### src/rtl/fp_mul_result_pack.sv
// fp_mul_result_pack: output stage of the single-precision multiplier.
// Resolves special cases (NaN, overflow by rounding mode, flush-to-zero),
// packs a binary32 word plus its exception flags into a small FIFO with a
// valid/ready handshake, and keeps sticky exception flags for the FPU status
// register.
// Optional feature: define FP_MUL_PACK_CNT_EN to add the 16-bit saturating
// pop counter output result_cnt (cleared by flags_clr).
module fp_mul_result_pack #(
  parameter int unsigned FIFO_DEPTH = 2,
  parameter logic [31:0] QNAN_VAL   = 32'h7FC00000
) (
  input  logic        CLK,
  input  logic        RST,
  // Upstream handshake and multiplier result
  input  logic        in_valid,
  output logic        in_ready,
  input  logic        Sz,
  input  logic [7:0]  Ez,
  input  logic [23:0] Mz,
  input  logic [1:0]  R_mode,
  input  logic        invalid_flag,
  input  logic        overflow_flag,
  input  logic        underflow_flag,
  input  logic        inexact_flag,
  input  logic        zero_flag,
  // Downstream handshake and packed result
  output logic        out_valid,
  input  logic        out_ready,
  output logic [31:0] result,
  output logic [4:0]  result_flags,
  // Status register interface
  output logic [4:0]  sticky_flags,
  input  logic        flags_clr
`ifdef FP_MUL_PACK_CNT_EN
  ,
  output logic [15:0] result_cnt
`endif
);

  localparam int unsigned PtrW = (FIFO_DEPTH > 1) ? $clog2(FIFO_DEPTH) : 1;
  localparam int unsigned CntW = PtrW + 1;

  localparam logic [1:0] RmRne = 2'b00;
  localparam logic [1:0] RmRup = 2'b10;
  localparam logic [1:0] RmRdn = 2'b11;

  typedef struct packed {
    logic [31:0] word;
    logic [4:0]  flags;  // {NV, OF, UF, NX, ZR}
  } entry_t;

  // Hidden bit is implied by the packed format and never stored.
  logic unused_hidden_bit;
  assign unused_hidden_bit = Mz[23];

  // ---------------------------------------------------------------------------
  // Result packing
  // ---------------------------------------------------------------------------
  logic   special_zero;
  logic   of_eff;
  logic   round_to_inf;
  entry_t pack_entry;

  // Resolve special cases in priority order: NaN, overflow, zero, normal.
  always_comb begin
    special_zero = zero_flag | underflow_flag;
    // An all-ones exponent reaching the normal path is an overflow the
    // multiplier did not flag.
    of_eff       = overflow_flag |
                   (~invalid_flag & ~special_zero & (Ez == 8'hFF));
    round_to_inf = (R_mode == RmRne) ||
                   ((R_mode == RmRup) && !Sz) ||
                   ((R_mode == RmRdn) && Sz);

    pack_entry.word = {Sz, Ez, Mz[22:0]};
    if (invalid_flag) begin
      pack_entry.word = QNAN_VAL;
    end else if (of_eff) begin
      pack_entry.word = round_to_inf ? {Sz, 8'hFF, 23'h000000} : {Sz, 8'hFE, 23'h7FFFFF};
    end else if (special_zero) begin
      pack_entry.word = {Sz, 31'h00000000};
    end

    pack_entry.flags = {invalid_flag,
                        of_eff,
                        underflow_flag,
                        inexact_flag | of_eff | underflow_flag,
                        zero_flag};
  end

  // ---------------------------------------------------------------------------
  // Result FIFO
  // ---------------------------------------------------------------------------
  entry_t            mem_q [FIFO_DEPTH];
  entry_t            mem_d [FIFO_DEPTH];
  logic [PtrW-1:0]   wr_ptr_q, wr_ptr_d;
  logic [PtrW-1:0]   rd_ptr_q, rd_ptr_d;
  logic [CntW-1:0]   fill_q, fill_d;
  logic              push;
  logic              pop;

  // Handshake decode; ready and valid come from the registered fill level only.
  always_comb begin
    in_ready  = (fill_q != CntW'(FIFO_DEPTH));
    out_valid = (fill_q != '0);
    push      = in_valid & in_ready;
    pop       = out_valid & out_ready;
  end

  // FIFO next state: storage write, pointer advance and fill level.
  always_comb begin
    for (int i = 0; i < FIFO_DEPTH; i++) begin
      mem_d[i] = mem_q[i];
    end
    wr_ptr_d = wr_ptr_q;
    rd_ptr_d = rd_ptr_q;
    fill_d   = fill_q;

    if (push) begin
      mem_d[wr_ptr_q] = pack_entry;
      wr_ptr_d        = wr_ptr_q + PtrW'(1);
    end
    if (pop) begin
      rd_ptr_d = rd_ptr_q + PtrW'(1);
    end

    unique case ({push, pop})
      2'b10:   fill_d = fill_q + CntW'(1);
      2'b01:   fill_d = fill_q - CntW'(1);
      default: fill_d = fill_q;
    endcase
  end

  // FIFO state registers; storage is cleared so the head reads zero after reset.
  always_ff @(posedge CLK or negedge RST) begin
    if (!RST) begin
      for (int i = 0; i < FIFO_DEPTH; i++) begin
        mem_q[i] <= '0;
      end
      wr_ptr_q <= '0;
      rd_ptr_q <= '0;
      fill_q   <= '0;
    end else begin
      for (int i = 0; i < FIFO_DEPTH; i++) begin
        mem_q[i] <= mem_d[i];
      end
      wr_ptr_q <= wr_ptr_d;
      rd_ptr_q <= rd_ptr_d;
      fill_q   <= fill_d;
    end
  end

  // Head entry drives the outputs straight from registers.
  always_comb begin
    result       = mem_q[rd_ptr_q].word;
    result_flags = mem_q[rd_ptr_q].flags;
  end

  // ---------------------------------------------------------------------------
  // Sticky exception flags
  // ---------------------------------------------------------------------------
  logic [4:0] sticky_q, sticky_d;

  // Clear applies first so a same-cycle clear and push keeps only the new flags.
  always_comb begin
    sticky_d = flags_clr ? 5'b00000 : sticky_q;
    if (push) begin
      sticky_d = sticky_d | pack_entry.flags;
    end
  end

  // Sticky flag register.
  always_ff @(posedge CLK or negedge RST) begin
    if (!RST) begin
      sticky_q <= '0;
    end else begin
      sticky_q <= sticky_d;
    end
  end

  assign sticky_flags = sticky_q;

`ifdef FP_MUL_PACK_CNT_EN
  // ---------------------------------------------------------------------------
  // Pop counter
  // ---------------------------------------------------------------------------
  logic [15:0] pop_cnt_q, pop_cnt_d;

  // Saturating pop count; a clear with a pop in the same cycle yields one.
  always_comb begin
    pop_cnt_d = flags_clr ? 16'h0000 : pop_cnt_q;
    if (pop && (pop_cnt_d != 16'hFFFF)) begin
      pop_cnt_d = pop_cnt_d + 16'h0001;
    end
  end

  // Pop counter register.
  always_ff @(posedge CLK or negedge RST) begin
    if (!RST) begin
      pop_cnt_q <= '0;
    end else begin
      pop_cnt_q <= pop_cnt_d;
    end
  end

  assign result_cnt = pop_cnt_q;
`endif

endmodule
### config.mk
export PLATFORM = sky130hd
export DESIGN_NAME = fp_mul_result_pack
export DESIGN_NICKNAME = d
export VERILOG_FILES = /design/src/rtl/fp_mul_result_pack.sv
export SDC_FILE = /design/constraint.sdc
export NUM_CORES = 1
export LEC_CHECK = 0
export BUFFER_PORTS_ARGS = -buffer_cell sky130_fd_sc_hd__buf_2
export CAP_MARGIN = 20
export CORE_ASPECT_RATIO = 1.4
export CORE_MARGIN = 2
export CORE_UTILIZATION = 49
export CTS_CLUSTER_SIZE = 16
export DETAILED_ROUTE_END_ITERATION = 8
export GPL_TIMING_DRIVEN = 0
export PLACE_DENSITY = 0.76
export SYNTH_ARGS = -nofsm -noshare
export SYNTH_HDL_FRONTEND = slang
export SYNTH_SLANG_ARGS = --single-unit
### constraint.sdc
create_clock -name CLK -period 1.52 [get_ports CLK]
set_clock_uncertainty 0.05 [all_clocks]
set_input_delay 0.152 -clock CLK [delete_from_list [all_inputs] [get_ports CLK]]
set_output_delay 0.152 -clock CLK [all_outputs]
set_load 0.05 [all_outputs]
======== Word level (Yosys, flattened, before mapping) ========
Cells that the tools add are included.
operators by class
  reduce and logical (&&, ||, !) cells .... 9
  order comparisons ....................... 3
  eq/ne operators ......................... 6
  multiplexer cells ....................... 13
  bitwise logic cells ..................... 13
  $add $sub $neg .......................... 4
operators by type and width
  operator               number
  $mux W37               4
  $bwmux W74             1
  $mux W31               2
  $demux W37 S1          1
  $mux W32               1
  $mux W24               1
  $mux W5                2
  $eq A8 B8 Y1 const B   1
  $eq A2 B2 Y1 const B   3
  $or A5 B5 Y5           1
  $and A1 B1 Y1          4
  $ge A2 B2 Y1 const B   2
  $not A1 Y2             2
  $or A1 B1 Y1           4
  $pmux W2 S2            1
  $reduce_bool A2 Y1     2
  $logic_and A1 B1 Y1    3
  $add A1 B1 Y1 const B  2
  $add A2 B1 Y2 const B  1
  $eq A2 B1 Y1 const B   1
  $logic_not A2 Y1       1
  $logic_or A1 B1 Y1     2
  $lt A2 B1 Y1 const B   1
  $ne A2 B2 Y1 const B   1
  3 further kinds        4
storage, ports and cells
  word-level logic and storage cells ...... 56
  bits of input ports ..................... 45
  output and inout bits ................... 44
  register bits ........................... 83

======== Depth between registers and ports, before layout ========
Gate-level depths: netlist (run 1).
  word-level depth ........................ 9
  depth in mapped cells ................... 7
  mapped depth without buffers ............ 6

======== Worst setup path after synthesis (run 1) ========
No wires, ideal clock.
  path kind ............................... flip-flop to output port
  start point ............................. register rd_ptr_q
  end point ............................... output port result[23]
  arrival ................................. 1.982 ns
  cell stages (with the launch flop) ...... 4
  path slack .............................. -0.664 ns
  required time ........................... 1.318 ns
  cells stage by stage .................... dfrtp_1 > clkbuf_1 > clkbuf_1 > o21ai_0
between the ends
  word-level cells in the longest chain between the ends .. 4
RTL lines
  what                              line  text
  start, declared                   97    logic [PtrW-1:0] rd_ptr_q, rd_ptr_d;
  start signal, assigned            148   rd_ptr_q <= rd_ptr_d;
  $not A1 Y2 (implied by the code)  155   result = mem_q[rd_ptr_q].word;
  $mux W37 (3 in a row)             --
  end, declared                     29    output logic [31:0] result,
Every way passes these cells. The select of a mux whose other input is x is not followed.

======== Final worst setup path (run 1) ========
  start point ............................. register rd_ptr_q
  end point ............................... output port result[29]
The elaborated chain is that of the path after synthesis.

==> impl_metrics.py, run 1 <==
metrics = {
    "status": {
        "outcome": "complete, but fails checks",
        "violations": "setup timing",
    },
    "synth": {
        "ys_warn_count": 0,
        "ys.flop_type": "dfrtp_1",
        "avgSynthCellArea_sq_um": 11.50,
        "synth_nets": 390,
        "synth_edf_count": 0,
        "async_flop_share": 1.000,
        "synth_cells": 344,
        "synth.cells.most_frequent": "dfrtp_1 (83), a221o_2 (39), mux2_2 (36)",
        "yosysSeqAreaShare": 0.5252,
        "synth_area_leaders": "dfrtp_1 (53%), a221o_2 (11%), mux2_2 (10%)",
        "ys_seq_elements": 83,
        "synth_top_area_frac": 0.5252,
        "syn_area_sq_um": 3955,
        "synth_most_common_cell": "dfrtp_1",
        "synth_cell_type_count": 36,
        "synth_area_leader_cell": "dfrtp_1",
    },
    "grt": {
        "antenna_found_initial": 0,
        "grt_pass1_vias": 3475,
        "grt_use_total": 0.2717,
        "grt.overflow.total": 0,
        "grt_max_degree": 67,
        "grt_pass1_wl_microns": 18030,
    },
    "sta": {
        "period_share": 1.174,
        "tightest_slew_ps": 664.7,
        "rsz0062_at_grt": "yes",
        "setup_tns_ps": -12300,
        "slew_viol_final": 0,
        "fmax_ghz": 0.5604,
        "timing.final.ws_setup_ps": -264.5,
        "max-slew-margin-rel": 0.5569,
        "hold_slack_ps": 40.94,
        "finalSetupViolations": 84,
        "finalHoldViolations": 0,
        "final.min_clock_period_ps": 1785,
    },
    "clock_tree": {
        "clockBufferDepth": 2,
        "htreeDepth": 3,
        "path_clk_slew_ps": 80,
        "cts_tree": "built",
        "root_buffer": "clkbuf_8",
        "insertion_delay_ps": 370,
        "cts_num_sinks": 83,
        "cts_buffers": 9,
    },
    "placement": {
        "post_dp_cell_area_sq_um": 4584,
        "dp.final_hpwl_microns": 6859,
        "portBuffers": 86,
        "gp_congestion": 0.8118,
    },
    "critical_path": {
        "crit_type": "flip-flop to output pin",
        "crit_path_start_kind": "flip-flop",
        "cp.required_ps": 1320,
        "crit_arrival_ps": 1580,
        "crit_fanout": 5,
        "critPathCaptureType": "output pin",
    },
    "routing": {
        "dr.pass1.iters": 5,
        "viasPerCell": 5.969,
        "drc": 0,
        "wl_per_cell_microns": 20.82,
        "detail-route-antenna-nets": 0,
        "vias": 3438,
        "wl_microns": 11990,
        "drtIter0Drc": 325,
    },
    "layout": {
        "n_antenna_cell": 0,
        "layout-drive-gt1-share": 0.5504,
        "fin_nets": 517,
        "utilization": 0.7572,
        "syn_to_final_growth_pct": 49.29,
        "finalInstanceArea_sq_um": 5904,
    },
    "floorplan": {
        "fp.coreArea_sq_um": 7797,
        "rows": 38,
        "die_height_microns": 110.3,
        "initial_core_util": 0.5072,
        "die_w_microns": 79.93,
        "dieArea_sq_um": 8816,
        "ios": 89,
    },
    "power_and_ir_drop": {
        "power_density_nw_per_um2": 2569,
        "leakagePower_nw": 2.835,
        "max-vdd-ir-drop_v": 0.001602,
        "totalPowerFinal_mw": 15.17,
    },
    "run": {
        "maxCapViolations": 0,
    },
    "worst_hold_path": {
        "hp-class": "input pin to flip-flop",
    },
}
[sequential cells by signal, summed over array words and instances (netlist names)]
name          count
mem_q            74
sticky_flags      5
fill_q            2
rd_ptr_q          1
wr_ptr_q          1
[routing by layer]
layer	GRT usage	share of wire
met5	0	0
met4	0.1259	0.027
met3	0.05456	0.071
met2	0.4405	0.52
met1	0.3514	0.38
[cells in the final DEF, fill, tap and decap left out, drive strengths merged, types with 3 or more instances in the layout]
cell	netlist	layout
mux2	36	36
buf	10	131
o22ai	5	5
clkbuf	19	23
a31oi	4	4
bufinv	0	3
nor3	5	5
xor2	3	3
dfrtp	83	83
nor2	23	23
a21oi	25	25
inv	10	10
and2	23	23
a221o	44	44
o21ai	11	11
nand2	21	21
[power by group]
group	internal [mW]	total (mW)	switching [mW]	leakage (nW)
Sequential	3.22	3.87	0.657	1.03
Clock	1.13	1.95	0.814	0.123
Combinational	4.51	9.35	4.84	1.69
Total	8.85	15.2	6.31	2.84
[critical path, stage by stage, from the launching register on]
cell and delay, ps:
dfrtp_1 420, buf_6 150, clkbuf_16 160, mux2_4 310
buf_8 150
[cell type report]
class	instances	area, sq um
well taps	100	125.1
multi-input cells	222	1961
plain buffers	25	276.5
repair buffers	120	1185
inverters	10	37.54
flip-flops and latches	83	2078
fillers	480	1893
clock inverters	5	100.1
clock buffers	11	141.4
[cell families after synthesis]
kind of cell,count (synthesis),share of synthesized area
AOI/OAI and AO/OA,92,0.1920
and+or+nand+nor,88,0.1196
xor gates and xnor gates,5,0.01107
muxes,36,0.1025
DFF,83,0.5251
buffers and inverters,39,0.04651
adders and majority gates,1,0.003163
[stage by stage]
step / worst slack, ps / instances
after global routing: -285.3 / 576
after CTS: -238.8 / 571
after global placement: -362.3 / 530
after floorplan: -111.7 / 344
final: -264.5 / 576
after detailed placement: -360.5 / 531
[worst paths after layout]
path                                    to      start  slack [ps]  cells after the start
worst max-delay path            result[29]   rd_ptr_q        -260                      4
worst min-delay path             mem_q[72]      Ez[7]          40                      3
worst max register to register   mem_q[24]  fill_q[1]        -190                      7
worst min register to register   mem_q[73]  mem_q[73]         440                      2
max in group asynchronous        mem_q[61]        RST         680                      3
min in group asynchronous        mem_q[14]        RST         140                      2
[what timing repair did]
action	in CTS	in global routing
endpoints found under the setup margin	113	106
buffers inserted	18	3
gates resized for setup	152	80
pin swaps	29	8
hold endpoints to repair	87	0
gates cloned	7	3
hold buffers	2	0
Power figures use the tool's default switching activity.
==> inputs of run 2 (changes only) <==
--- a/config.mk
+++ b/config.mk
@@ -14,6 +14,7 @@
 export DETAILED_ROUTE_END_ITERATION = 8
 export GPL_TIMING_DRIVEN = 0
 export PLACE_DENSITY = 0.76
+export REMOVE_ABC_BUFFERS = 1
 export SYNTH_ARGS = -nofsm -noshare
 export SYNTH_HDL_FRONTEND = slang
 export SYNTH_SLANG_ARGS = --single-unit
==> constraint.sdc (replaced) <==
create_clock -name CLK -period 1.52 [get_ports CLK]
set_clock_uncertainty 0.05 [all_clocks]
set_input_delay 0.304 -clock CLK [delete_from_list [all_inputs] [get_ports CLK]]
set_output_delay 0.304 -clock CLK [all_outputs]
set_load 0.05 [all_outputs]
==> run 2 against run 1 <==
Against the previous run: total power decreased by 6.4%; sequential share of layout area increased by 0.29 points; critical endpoint is now result[7]; setup slack got worse by 180 ps; the flow still finishes with violations (setup timing); utilization decreased by 0.48 points.
==> impl_metrics.py, run 2 (synthesis results as in run 1) <==
metrics = {
    "power_and_ir_drop": {
        "clkPwrFrac": 0.104,
        "power.share.switching": 0.4532,
        "comb_power_share": 0.624,
        "power_density_nw_per_um2": 2421,
        "p_switching_mw": 6.436,
        "leakagePower_nw": 2.760,
        "pwr-share-seq": 0.272,
        "max-vdd-ir-drop_v": 0.001448,
        "p_int_mw": 7.766,
    },
    "clock_tree": {
        "htreeDepth": 3,
        "path_clk_slew_ps": 90,
        "clockBufferDepth": 2,
        "insertion_delay_ps": 370,
        "cts_buffers": 9,
        "cts_tree": "built",
        "cts_num_sinks": 83,
        "root_buffer": "clkbuf_8",
    },
    "layout": {
        "regMostFlops": "mem_q",
        "layout-drive-gt1-share": 0.5644,
        "mostFrequentLayoutCell": "dfrtp_1",
        "largest_register_ff_count": 74,
        "stdcell_count": 589,
        "syn_to_final_growth_pct": 48.34,
        "fill_cells": 508,
        "finalInstanceArea_sq_um": 5867,
        "mostFrequentLayoutCells": "dfrtp_1 (79), buf_6 (50), buf_2 (45), a221o_2 (39), mux2_2 (36)",
        "n_antenna_cell": 0,
        "fin_nets": 530,
    },
    "sta": {
        "period_share": 1.295,
        "final.min_clock_period_ps": 1969,
        "slew_viol_final": 0,
        "fmax_ghz": 0.5079,
        "timing.final.ws_setup_ps": -448.8,
        "finalSetupViolations": 86,
        "max-slew-margin-rel": 0.4044,
        "rsz0062_at_grt": "yes",
        "tightest_slew_ps": 890.1,
        "finalHoldViolations": 0,
    },
    "worst_hold_path": {
        "hp-class": "input pin to flip-flop",
        "hold_depth": 2,
    },
    "grt": {
        "antenna_found_initial": 0,
        "grt_max_degree": 57,
        "grt_pass1_wl_microns": 18120,
        "grt_use_total": 0.2743,
        "grt.overflow.total": 0,
        "grt_pass1_vias": 3436,
    },
    "critical_path": {
        "cp.buffers_inverters": 3,
        "cp.required_ps": 1170,
        "reg2reg_depth": 7,
        "cp.depth": 4,
        "worst_path_max_delay_cell": "dfrtp_2",
        "cp_top_family": "buffers and inverters",
        "reg2reg_slack_ps": -160,
        "regToRegStartpoint": "fill_q[0]",
        "crit_path_end": "result[7]",
        "crit_fanout": 8,
        "critPathCaptureType": "output pin",
        "crit_type": "flip-flop to output pin",
        "crit_arrival_ps": 1610,
        "crit_path_start_kind": "flip-flop",
        "slowest_delay_ps": 430,
        "r2r-end": "mem_q[15]",
        "cp_cell_sequence": "buf_12, buf_16, mux2_2, buf_6",
        "critPathLaunch": "rd_ptr_q",
    },
    "run": {
        "maxCapViolations": 0,
    },
    "floorplan": {
        "rows": 38,
        "initial_core_util": 0.5072,
        "fp.coreArea_sq_um": 7797,
        "die_height_microns": 110.3,
        "die_w_microns": 79.93,
        "ios": 89,
        "dieArea_sq_um": 8816,
    },
    "placement": {
        "gp_congestion": 0.7910,
        "portBuffers": 87,
        "post_dp_cell_area_sq_um": 4507,
        "dpl.cell_count": 509,
        "pre_cts_ws_ps": -899.1,
        "dp.final_hpwl_microns": 6277,
    },
    "routing": {
        "viasPerCell": 6.358,
        "wl_microns": 13670,
        "drtIter0Drc": 363,
        "vias": 3745,
        "detail-route-antenna-nets": 0,
        "drc": 0,
        "wl_per_cell_microns": 23.20,
        "dr.pass1.iters": 5,
    },
    "status": {
        "outcome": "complete, but fails checks",
        "violations": "setup timing",
    },
}
[run 2: power groups by stage]
stage          clock, mW  sequential [mW]  combinational (mW)
2_1_floorplan          0             3.88                4.58
3_3_place_gp           0             3.92                5.74
3_5_place_dp           0             3.83                6.12
4_1_cts             1.46             3.79                7.73
5_1_grt             1.58             3.96                9.19
6_report            1.48             3.86                8.86
[run 2: how the worst min path moves through the flow]
stage | slack, ps | startpoint | end
3_5_place_dp | 200 | RST | mem_q[59]
4_1_cts | 130 | flags_clr | sticky_flags[3]
3_3_place_gp | 410 | mem_q[36] | mem_q[36]
2_1_floorplan | -40 | RST | fill_q[0]
6_report | 130 | flags_clr | sticky_flags[3]
5_1_grt | 140 | flags_clr | sticky_flags[3]
[run 2: layout make-up]
class                   count  area (sq um)  area share
well taps                 100         125.1     0.02133
repair buffers            148          1466      0.2499
inverters                  10         37.54    0.006398
clock inverters             2         10.01    0.001706
flip-flops and latches     83          2082      0.3549
clock buffers              14         162.7     0.02772
multi-input cells         232          1983      0.3380
[run 2: repair_timing]
item                                   CTS  global route
endpoints found under the hold margin   27             0
setup endpoints to repair              114           103
hold buffers                             1             0
resized for setup                      116            32
cloned                                   9             8
setup buffers                           30            17
pin swaps                               35            15
[run 2: layer usage]
metal / global-route usage / share of wire / up-vias
met3: 0.04805 / 0.077 / 53
met5: 0 / 0 / -
met2: 0.4589 / 0.51 / 244
met4: 0.1102 / 0.042 / 0
met1: 0.3532 / 0.37 / 1882
li1: - / - / 1566
[run 2: stage by stage]
step	power, mW	setup TNS, ps	hold WS, ps	utilization
after floorplan	8.457	-81910	-41.59	-
after global placement	9.660	-165510	405.5	0.5603
after detailed placement	9.950	-52980	200.7	0.5780
after CTS	12.98	-18940	134.5	0.7086
after global routing	14.72	-23260	136.5	0.7524
final	14.20	-20990	133.0	0.7524
